==> config.mk <==
export PLATFORM = sky130hd
export DESIGN_NAME = fetch_unit
export DESIGN_NICKNAME = d
export VERILOG_FILES = /design/src/rtl/fetch_unit.sv
export SDC_FILE = /design/constraint.sdc
export NUM_CORES = 1
export LEC_CHECK = 0
export ABC_AREA = 0
export CORE_MARGIN = 4
export CORE_UTILIZATION = 44
export CTS_CLUSTER_DIAMETER = 60
export DETAILED_ROUTE_END_ITERATION = 10
export PLACE_DENSITY = 0.87
export SYNTH_ARGS = -nofsm -noshare
export SYNTH_HDL_FRONTEND = slang
export SYNTH_SLANG_ARGS = --single-unit
export TNS_END_PERCENT = 5
==> constraint.sdc <==
create_clock -name clk -period 2.7 [get_ports clk]
set_clock_uncertainty 0.1 [all_clocks]
set_input_delay 0.675 -clock clk [delete_from_list [all_inputs] [get_ports clk]]
set_output_delay 0.675 -clock clk [all_outputs]
set_load 0.01 [all_outputs]
==> src/rtl/fetch_unit.sv <==
// fetch_unit: instruction fetch FSM reading opcode/operand bytes from a registered RAM.
// Define FETCH_OPERAND_EN to fetch the memory operand for LDA/ADD/SUB.
module fetch_unit (
    input  logic       clk,
    input  logic       rst,
    input  logic       run,
    output logic [3:0] ram_address,
    output logic       ram_read_enable,
    output logic       ram_write_enable,
    input  logic [7:0] ram_data,
    output logic       instr_valid,
    input  logic       instr_ready,
    output logic [3:0] opcode,
    output logic [7:0] operand,
    output logic [3:0] pc,
    output logic       halted
);
    typedef enum logic [2:0] {
        IDLE, I_ADDR, I_READ, DECODE,
`ifdef FETCH_OPERAND_EN
        O_ADDR, O_READ,
`endif
        ISSUE, HALT
    } state_t;
    state_t state, next;
    logic [7:0] ir;
    logic rd_i, rd_o;
    assign rd_i = (state == I_ADDR) || (state == I_READ);
`ifdef FETCH_OPERAND_EN
    logic mem_op;
    assign mem_op = (ir[7:4] == 4'h1) || (ir[7:4] == 4'h2) || (ir[7:4] == 4'h3);
    assign rd_o = (state == O_ADDR) || (state == O_READ);
`else
    assign rd_o = 1'b0;
`endif
    assign ram_read_enable = rd_i || rd_o;
    assign ram_address = rd_i ? pc : rd_o ? ir[3:0] : 4'h0;
    assign ram_write_enable = 1'b0;
    assign instr_valid = state == ISSUE;
    assign halted = state == HALT;
    assign opcode = ir[7:4];
    always_comb begin
        next = state;
        case (state)
            IDLE:    next = run ? I_ADDR : IDLE;
            I_ADDR:  next = I_READ;
            I_READ:  next = DECODE;
`ifdef FETCH_OPERAND_EN
            DECODE:  next = mem_op ? O_ADDR : ISSUE;
            O_ADDR:  next = O_READ;
            O_READ:  next = ISSUE;
`else
            DECODE:  next = ISSUE;
`endif
            ISSUE:   next = !instr_ready ? ISSUE : (ir[7:4] == 4'hF) ? HALT : run ? I_ADDR : IDLE;
            HALT:    next = HALT;
            default: next = IDLE;
        endcase
    end
    always_ff @(posedge clk) begin
        if (rst) begin
            state   <= IDLE;
            pc      <= 4'h0;
            ir      <= 8'h00;
            operand <= 8'h00;
        end else begin
            state <= next;
            if (state == I_READ) begin
                ir <= ram_data;
                pc <= pc + 4'h1;
            end
            // immediate operand; a memory fetch overwrites it before ISSUE
            if (state == DECODE) operand <= {4'b0000, ir[3:0]};
`ifdef FETCH_OPERAND_EN
            if (state == O_READ) operand <= ram_data;
`endif
        end
    end
endmodule

==> parameters.txt, run 1 <==
Parameter                              Value

Worst setup path
  CP max FO ... 7
  Family of cells with the greatest summed delay on the critical path ... buffers and inverters
  CP required ... 1.92 ns
  Kind of critical path ... reg2out
  Critical path capture point type ... output pin
  Number of buffer and inverter instances along the worst setup path ... 1
  Cells along the critical path ... xnor2_1, nor2_1, and2_1, clkdlybuf4s50_1
  Worst Path Arrival ... about 1.8 ns
  Startpoint kind of the worst setup timing path ... flip-flop
  Largest stage delay, worst path ... approximately 0.54 ns
  Slowest stage cell, crit path ... clkdlybuf4s50_1

Synth
  Main combinational cell family by area after synthesis ... simple AND/OR/NAND/NOR gates
  Top FF cell, synth ... dfxtp_1
  Cell area after technology mapping ... around 880 um2
  Synthesis-stage register bit count ... 19
  EDFF count, synth ... 0
  Warnings, synthesis ... 0
  Dominant cells by area after synthesis ... dfxtp_1, mux2i_1, buf_4
  Fraction of post-synthesis cell area in the top cell type by area ... 43.3%
  Mean instance size in the synthesized netlist ... roughly 9.5 um2
  Distinct cell type count of the synthesized netlist ... 25
  Area share of and/or/nand/nor cells after synthesis ... between 20% and 30%
  Multiplexer share of the synthesized area ... 16.1%
  XOR/XNOR Fraction of Synth Area ... 2.99%
  Cell type contributing the most total cell area after synthesis ... dfxtp_1
  Post-Synthesis Cells ... 92
  Share of the synthesized area in compound gates (AO/OA/AOI/OAI) ... under 10%
  FFs w/ async S/R, synth ... 0%
  Synth Area in Adders ... 1.42%
  Post-synthesis sequential area ratio ... a little over two fifths

STA
  Final-report max-slew violation count ... 0
  Highest attainable clock frequency ... a little under 400 MHz
  Share of the clock period used by the worst path after layout ... 95.4%
  Number of failing hold endpoints at the final stage ... 0
  Unrepaired setup endpoints after global routing ... true
  Post-layout min period ... approximately 2.6 ns
  Final setup violation count ... 0

Global route
  Global-route total usage across every layer ... ~15%
  GR Overflow Total ... 0
  Initial antenna violation count ... 0
  Number of global-route vias before repair ... 652
  Global-route wire length before repair ... 2890 um
  Largest net degree at the start of global routing ... 21

Clocking
  CTS sink cnt ... 19
  Reg clk slew, reported paths ... ~0.11 ns
  Post-CTS repair timing setup buffer count ... 0
  Maximum root-to-sink buffer count ... 2
  Number of buffers added by the clock tree synthesis step ... 3
  Total of cells resized after clock tree synthesis ... 0
  CTS tree ... done
  Total number of H-tree levels ... 1
  Post-CTS Hold Fix Bufs ... 0
  Clock insertion delay at the later pin of the skew report ... about 0.30 ns
  Cell at the root of the clock tree ... clkbuf_4

Power and ir drop
  Leakage dissipation ... ~0.00048 uW
  Sequential share of power ... roughly 55%
  Areal power density over the cells ... around 490 nW/um2
  Sw frac ... between 20% and 30%
  Internal Power ... 417 uW
  Power share of the clock group ... 25.8%
  Net Switching ... roughly 160 uW
  Worst voltage drop across the vdd grid ... approximately 0.00043 V
  Part of the power in combinational logic ... 19.7%

Layout
  Most common library cell in the layout ignoring fill and taps ... clkdlybuf4s50_1
  Storage cell area ... between 300 and 400 um2
  ANT cells ... 0
  Count of filler cells inserted in the layout ... approximately 170
  Layout cells sized above 1 ... between 8 and 9%
  Area growth, synth to finish ... 34.3%
  Total Nets Final ... around 130
  Leading cell types in the layout, fill and taps excluded ... clkdlybuf4s50_1, nor2_1, dfxtp_1
  Post-Route Utilization ... approximately two thirds
  Multi-input gate area in the final layout ... roughly 420 um2
  Final cell count without fillers ... roughly 140

Die
  Core outline area ... 1800 um2
  Starting density of the core ... ~49%
  Chip Width ... around 53 um
  Count of standard-cell rows ... 15
  Die height ... between 50 and 60 um
  Die Area ... roughly 2800 um2
  Boundary Pins ... 36

Route
  Residual antenna-violating net count after detailed routing ... 0
  Wire length reported by the detailed router ... about 1900 um
  Vias post-DR ... 700
  Final routed wire length divided by cell count ... 12.9 um
  Number of optimization iterations in the first detailed-route pass ... 4
  DRC viols ... 0
  Drt first-iter violations ... 4
  DR vias/cell ... around 5

Placed design
  Number of cells in the design after placement ... 140
  Port Buffer Count ... 30
  DP Wirelength ... around 1400 um
  Gp weighted congestion ... roughly 0.84

Run status
  Status ... completed

Hold path
  Worst hold path type ... reg2reg

Flow run
  Max-cap violations ... 0
routing by layer:
layer  up-vias  global-route usage [%]  wire length [um]
li1        346                       -                 -
met1       315                    15.1               735
met2        31                    24.4               909
met3         8                    5.41               134
met4         0                    11.1                76
met5         -                       0                 0
power by group through the flow:
stage                     registers [uW]  logic, uW  clock network (uW)
after global routing                 318        123                 166
after detailed placement             320        114                   0
after floorplan                      314       80.2                   0
after global placement               319        110                   0
final                                315        113                 149
after CTS                            314        114                 155
flip-flops by register name (all words and copies together), names as in the netlist:
signal,count
ir,8
operand,4
pc,4
state,3
synth_stat cells (all sizes together), types with 2 or more instances:
master	instances
nor2b	5
xnor2	3
nand4	2
dfxtp	19
and2	4
nor2	18
mux2i	13
buf	11
clkbuf	2
logic make-up (layout without fill, tap and decap cells):
group | Yosys count | in the layout
simple gates | 35 | 35
flops | 19 | 19
mux | 14 | 14
buf+inv | 14 | 37
compound gates | 5 | 5
xor+xnor | 3 | 3
fa+ha+maj | 1 | 1
other cells | 1 | 5
worst register-to-register path, cell delays in order, from the launching register on:
cell	delay [ns]
dfxtp_1	0.46
nor3b_2	0.37
buf_4	0.27
mux2i_1	0.20
nor2_1	0.05
final timing paths:
check	slack, ns	cells after the start	start	to
max	0.12	4	state[1]$_SDFF_PP0_	ram_address[0]
min	0.42	2	ir[1]$_SDFFE_PP0N_	ir[1]$_SDFFE_PP0N_
max reg2reg	1.16	4	state[1]$_SDFF_PP0_	ir[7]$_SDFFE_PP0N_
min reg2reg	0.42	2	ir[1]$_SDFFE_PP0N_	ir[1]$_SDFFE_PP0N_
per-stage QoR:
step                      area [um2]  total power, uW  hold slack, ns  TNS [ns]  setup slack [ns]
final                           1180              577           0.415         0             0.124
after floorplan                  893              395           0.360         0             0.901
after global routing            1180              606           0.458  -0.00376          -0.00376
after detailed placement        1150              434           0.394         0             0.372
after CTS                       1180              584           0.421         0           0.00670
after global placement          1150              429           0.371         0             0.485
cell type report:
class	count	area share (%)
clock buffers	3	1.91
multi-input cells	63	35.4
inverters	1	0.318
repair buffers	32	26.7
clock inverters	1	0.636
flip-flops and latches	19	32.3
well taps	25	2.65
Power figures use the tool's default switching activity.
==> run 2, diff against run 1 <==
--- a/config.mk
+++ b/config.mk
@@ -6,11 +6,12 @@
 export NUM_CORES = 1
 export LEC_CHECK = 0
 export ABC_AREA = 0
+export ABC_CLOCK_PERIOD_IN_PS = 2700
 export CORE_MARGIN = 4
 export CORE_UTILIZATION = 44
 export CTS_CLUSTER_DIAMETER = 60
 export DETAILED_ROUTE_END_ITERATION = 10
-export PLACE_DENSITY = 0.87
+export PLACE_DENSITY = 0.82
 export SYNTH_ARGS = -nofsm -noshare
 export SYNTH_HDL_FRONTEND = slang
 export SYNTH_SLANG_ARGS = --single-unit
==> run 2 against run 1 <==
- final cell count did not move
- highest routed layer is now met3
- first-iteration DRC count down 100%
- sequential power hardly changed
- total power down 0.79%
- clock power barely moved
- combinational power about the same
==> parameters.txt, run 2 (synthesized netlist as in run 1, its figures left out) <==
Parameter                              Value

Power and ir drop
  Areal power density over the cells ... 486 nW/um2 (-0.58%)
  Power, Total ... 573 uW (-0.79%)
  Worst voltage drop across the vdd grid ... 0.000341 V (-20%)
  Leakage dissipation ... 0.000475 uW (about the same)

Die
  Die Area ... 2780 um2 (unchanged)
  Starting density of the core ... 48.7% (unchanged)
  Count of standard-cell rows ... 15 (unchanged)
  Boundary Pins ... 36 (unchanged)
  Die height ... 52.7 um (unchanged)
  Core outline area ... 1800 um2 (unchanged)
  Chip Width ... 52.7 um (unchanged)

Worst setup path
  Destination of the worst register-to-register timing path ... pc[3]$_SDFFE_PP0N_
  R2r startpoint ... state[1]$_SDFF_PP0_
  Depth of the worst register-to-register path ... 4 (unchanged)
  Register-to-register setup slack ... 1.02 ns (-0.14 ns)
  Cells along the critical path ... nor2b_1, nor2b_1, clkdlybuf4s50_1
  Largest stage delay, worst path ... 0.54 ns (about the same)
  Kind of critical path ... reg2out
  CP max FO ... 8 (+1)
  Critical path capture point type ... output pin
  Slowest stage cell, crit path ... clkdlybuf4s50_1
  Worst Path Arrival ... 1.77 ns (-0.03 ns)
  Most common cell type on the critical path ... nor2b_1
  Setup crit start ... state[2]$_SDFF_PP0_
  CP required ... 1.92 ns (about the same)
  Startpoint kind of the worst setup timing path ... flip-flop

Hold path
  Worst hold path type ... reg2reg
  Worst Hold Path Cells ... 2 (unchanged)
  Startpoint of the tightest hold check path ... operand[1]$_SDFFE_PP0P_
  Hold worst-path end ... operand[1]$_SDFFE_PP0P_

Clocking
  CTS sink cnt ... 19 (unchanged)
  Number of buffers added by the clock tree synthesis step ... 3 (unchanged)
  Reg clk slew, reported paths ... 0.11 ns (about the same)
  Total of cells resized after clock tree synthesis ... 0 (unchanged)
  CTS tree ... done
  Post-CTS repair timing setup buffer count ... 0 (unchanged)
  Total number of H-tree levels ... 1 (unchanged)
  Post-CTS Hold Fix Bufs ... 0 (unchanged)
  Cell at the root of the clock tree ... clkbuf_4
  Clock insertion delay at the later pin of the skew report ... 0.29 ns (about the same)
  Maximum root-to-sink buffer count ... 2 (unchanged)

Placed design
  DP Wirelength ... 1330 um (-6.2%)
  Number of cells in the design after placement ... 140 (unchanged)
  Port Buffer Count ... 30 (unchanged)
  Gp weighted congestion ... 0.764 (-9.1%)
  Cell area after placement ... 1150 um2 (unchanged)

STA
  Post-layout min period ... 2.54 ns (-0.0339 ns)
  Unrepaired setup endpoints after global routing ... true
  Highest attainable clock frequency ... 393 MHz (+1.3%)
  Number of failing hold endpoints at the final stage ... 0 (unchanged)
  Final-report max-slew violation count ... 0 (unchanged)
  Final setup violation count ... 0 (unchanged)
  Share of the clock period used by the worst path after layout ... 94.2% (-1.3 points)
  Total Neg Setup Slack ... 0 ns (unchanged)

Route
  Drt first-iter violations ... 0 (-4)
  Final routed wire length divided by cell count ... 11.8 um (-8.5%)
  Residual antenna-violating net count after detailed routing ... 0 (unchanged)
  DRC viols ... 0 (unchanged)
  Vias post-DR ... 680 (-2.9%)
  Number of optimization iterations in the first detailed-route pass ... 1 (-3)
  DR vias/cell ... 4.72 (-2.9%)
  Wire length reported by the detailed router ... 1700 um (-8.5%)

Run status
  Status ... completed

Layout
  Post-Route Utilization ... 65.3% (-0.14 points)
  Final cell count without fillers ... 144 (unchanged)
  Layout cells sized above 1 ... 7.56% (-0.84 points)
  Registers with the most flip-flops ... ir x8, operand x4, pc x4
  Count of filler cells inserted in the layout ... 164 (-4.1%)
  Summed area of non-filler cells in the final layout ... 1180 um2 (-0.21%)
  Total Nets Final ... 133 (unchanged)
  Most common library cell in the layout ignoring fill and taps ... clkdlybuf4s50_1
  Flip-flop count of the largest register, all copies and words added ... 8 (unchanged)
  Area growth, synth to finish ... 34.0%
  Leading cell types in the layout, fill and taps excluded ... clkdlybuf4s50_1, nor2_1, dfxtp_1
  ANT cells ... 0 (unchanged)
  Largest register by flop count ... ir

Global route
  GR Overflow Total ... 0 (unchanged)
  Global-route wire length before repair ... 2790 um (-3.6%)
  Initial antenna violation count ... 0 (unchanged)
  Global-route total usage across every layer ... 13.5% (-1.3 points)
  Number of global-route vias before repair ... 659 (+1.1%)
  Largest net degree at the start of global routing ... 20 (-4.8%)

Flow run
  Max-cap violations ... 0 (unchanged)
run 2: worst max path at each step:
stage and endpoint:
6_report instr_valid, 4_1_cts ram_address[0], 3_3_place_gp ram_address[3], 5_1_grt instr_valid
2_1_floorplan ram_address[0], 3_5_place_dp ram_address[0]
run 2: report_power, final:
part / switching, uW / internal, uW
sequential: 18.3 / 296
clock: 90.2 / 56.3
combinational: 47.7 / 64.1
total: 156 / 416
run 2: worst max-delay path: cells and delay by family, from the launching register on:
kind | cells | cell delay (ns)
flip-flops | 1 | 0.49
buffers and inverters | 1 | 0.54
AND/OR/NAND/NOR | 2 | 0.44
run 2: area by class of cell:
class / instances / area, um2 / share of cell area [%]
multi-input combinational: 63 / 415 / 35.3
clock buffer: 3 / 22.5 / 1.91
timing repair buffer: 32 / 315 / 26.8
inverter: 1 / 3.75 / 0.319
tap: 25 / 31.3 / 2.66
sequential: 19 / 382 / 32.4
clock inverter: 1 / 7.51 / 0.638
run 2: layer usage:
layer	global-route usage (%)	wire, um
met1	15.5	760
met2	23.1	832
met3	5.70	105
met4	2.55	0
met5	0	0
run 2: through the flow:
stage                     hold slack (ns)  setup WS [ns]
after global routing                0.444       -0.00421
after global placement              0.370          0.476
after floorplan                     0.360          0.901
final                               0.412          0.158
after detailed placement            0.388          0.398
after CTS                           0.421         0.0547
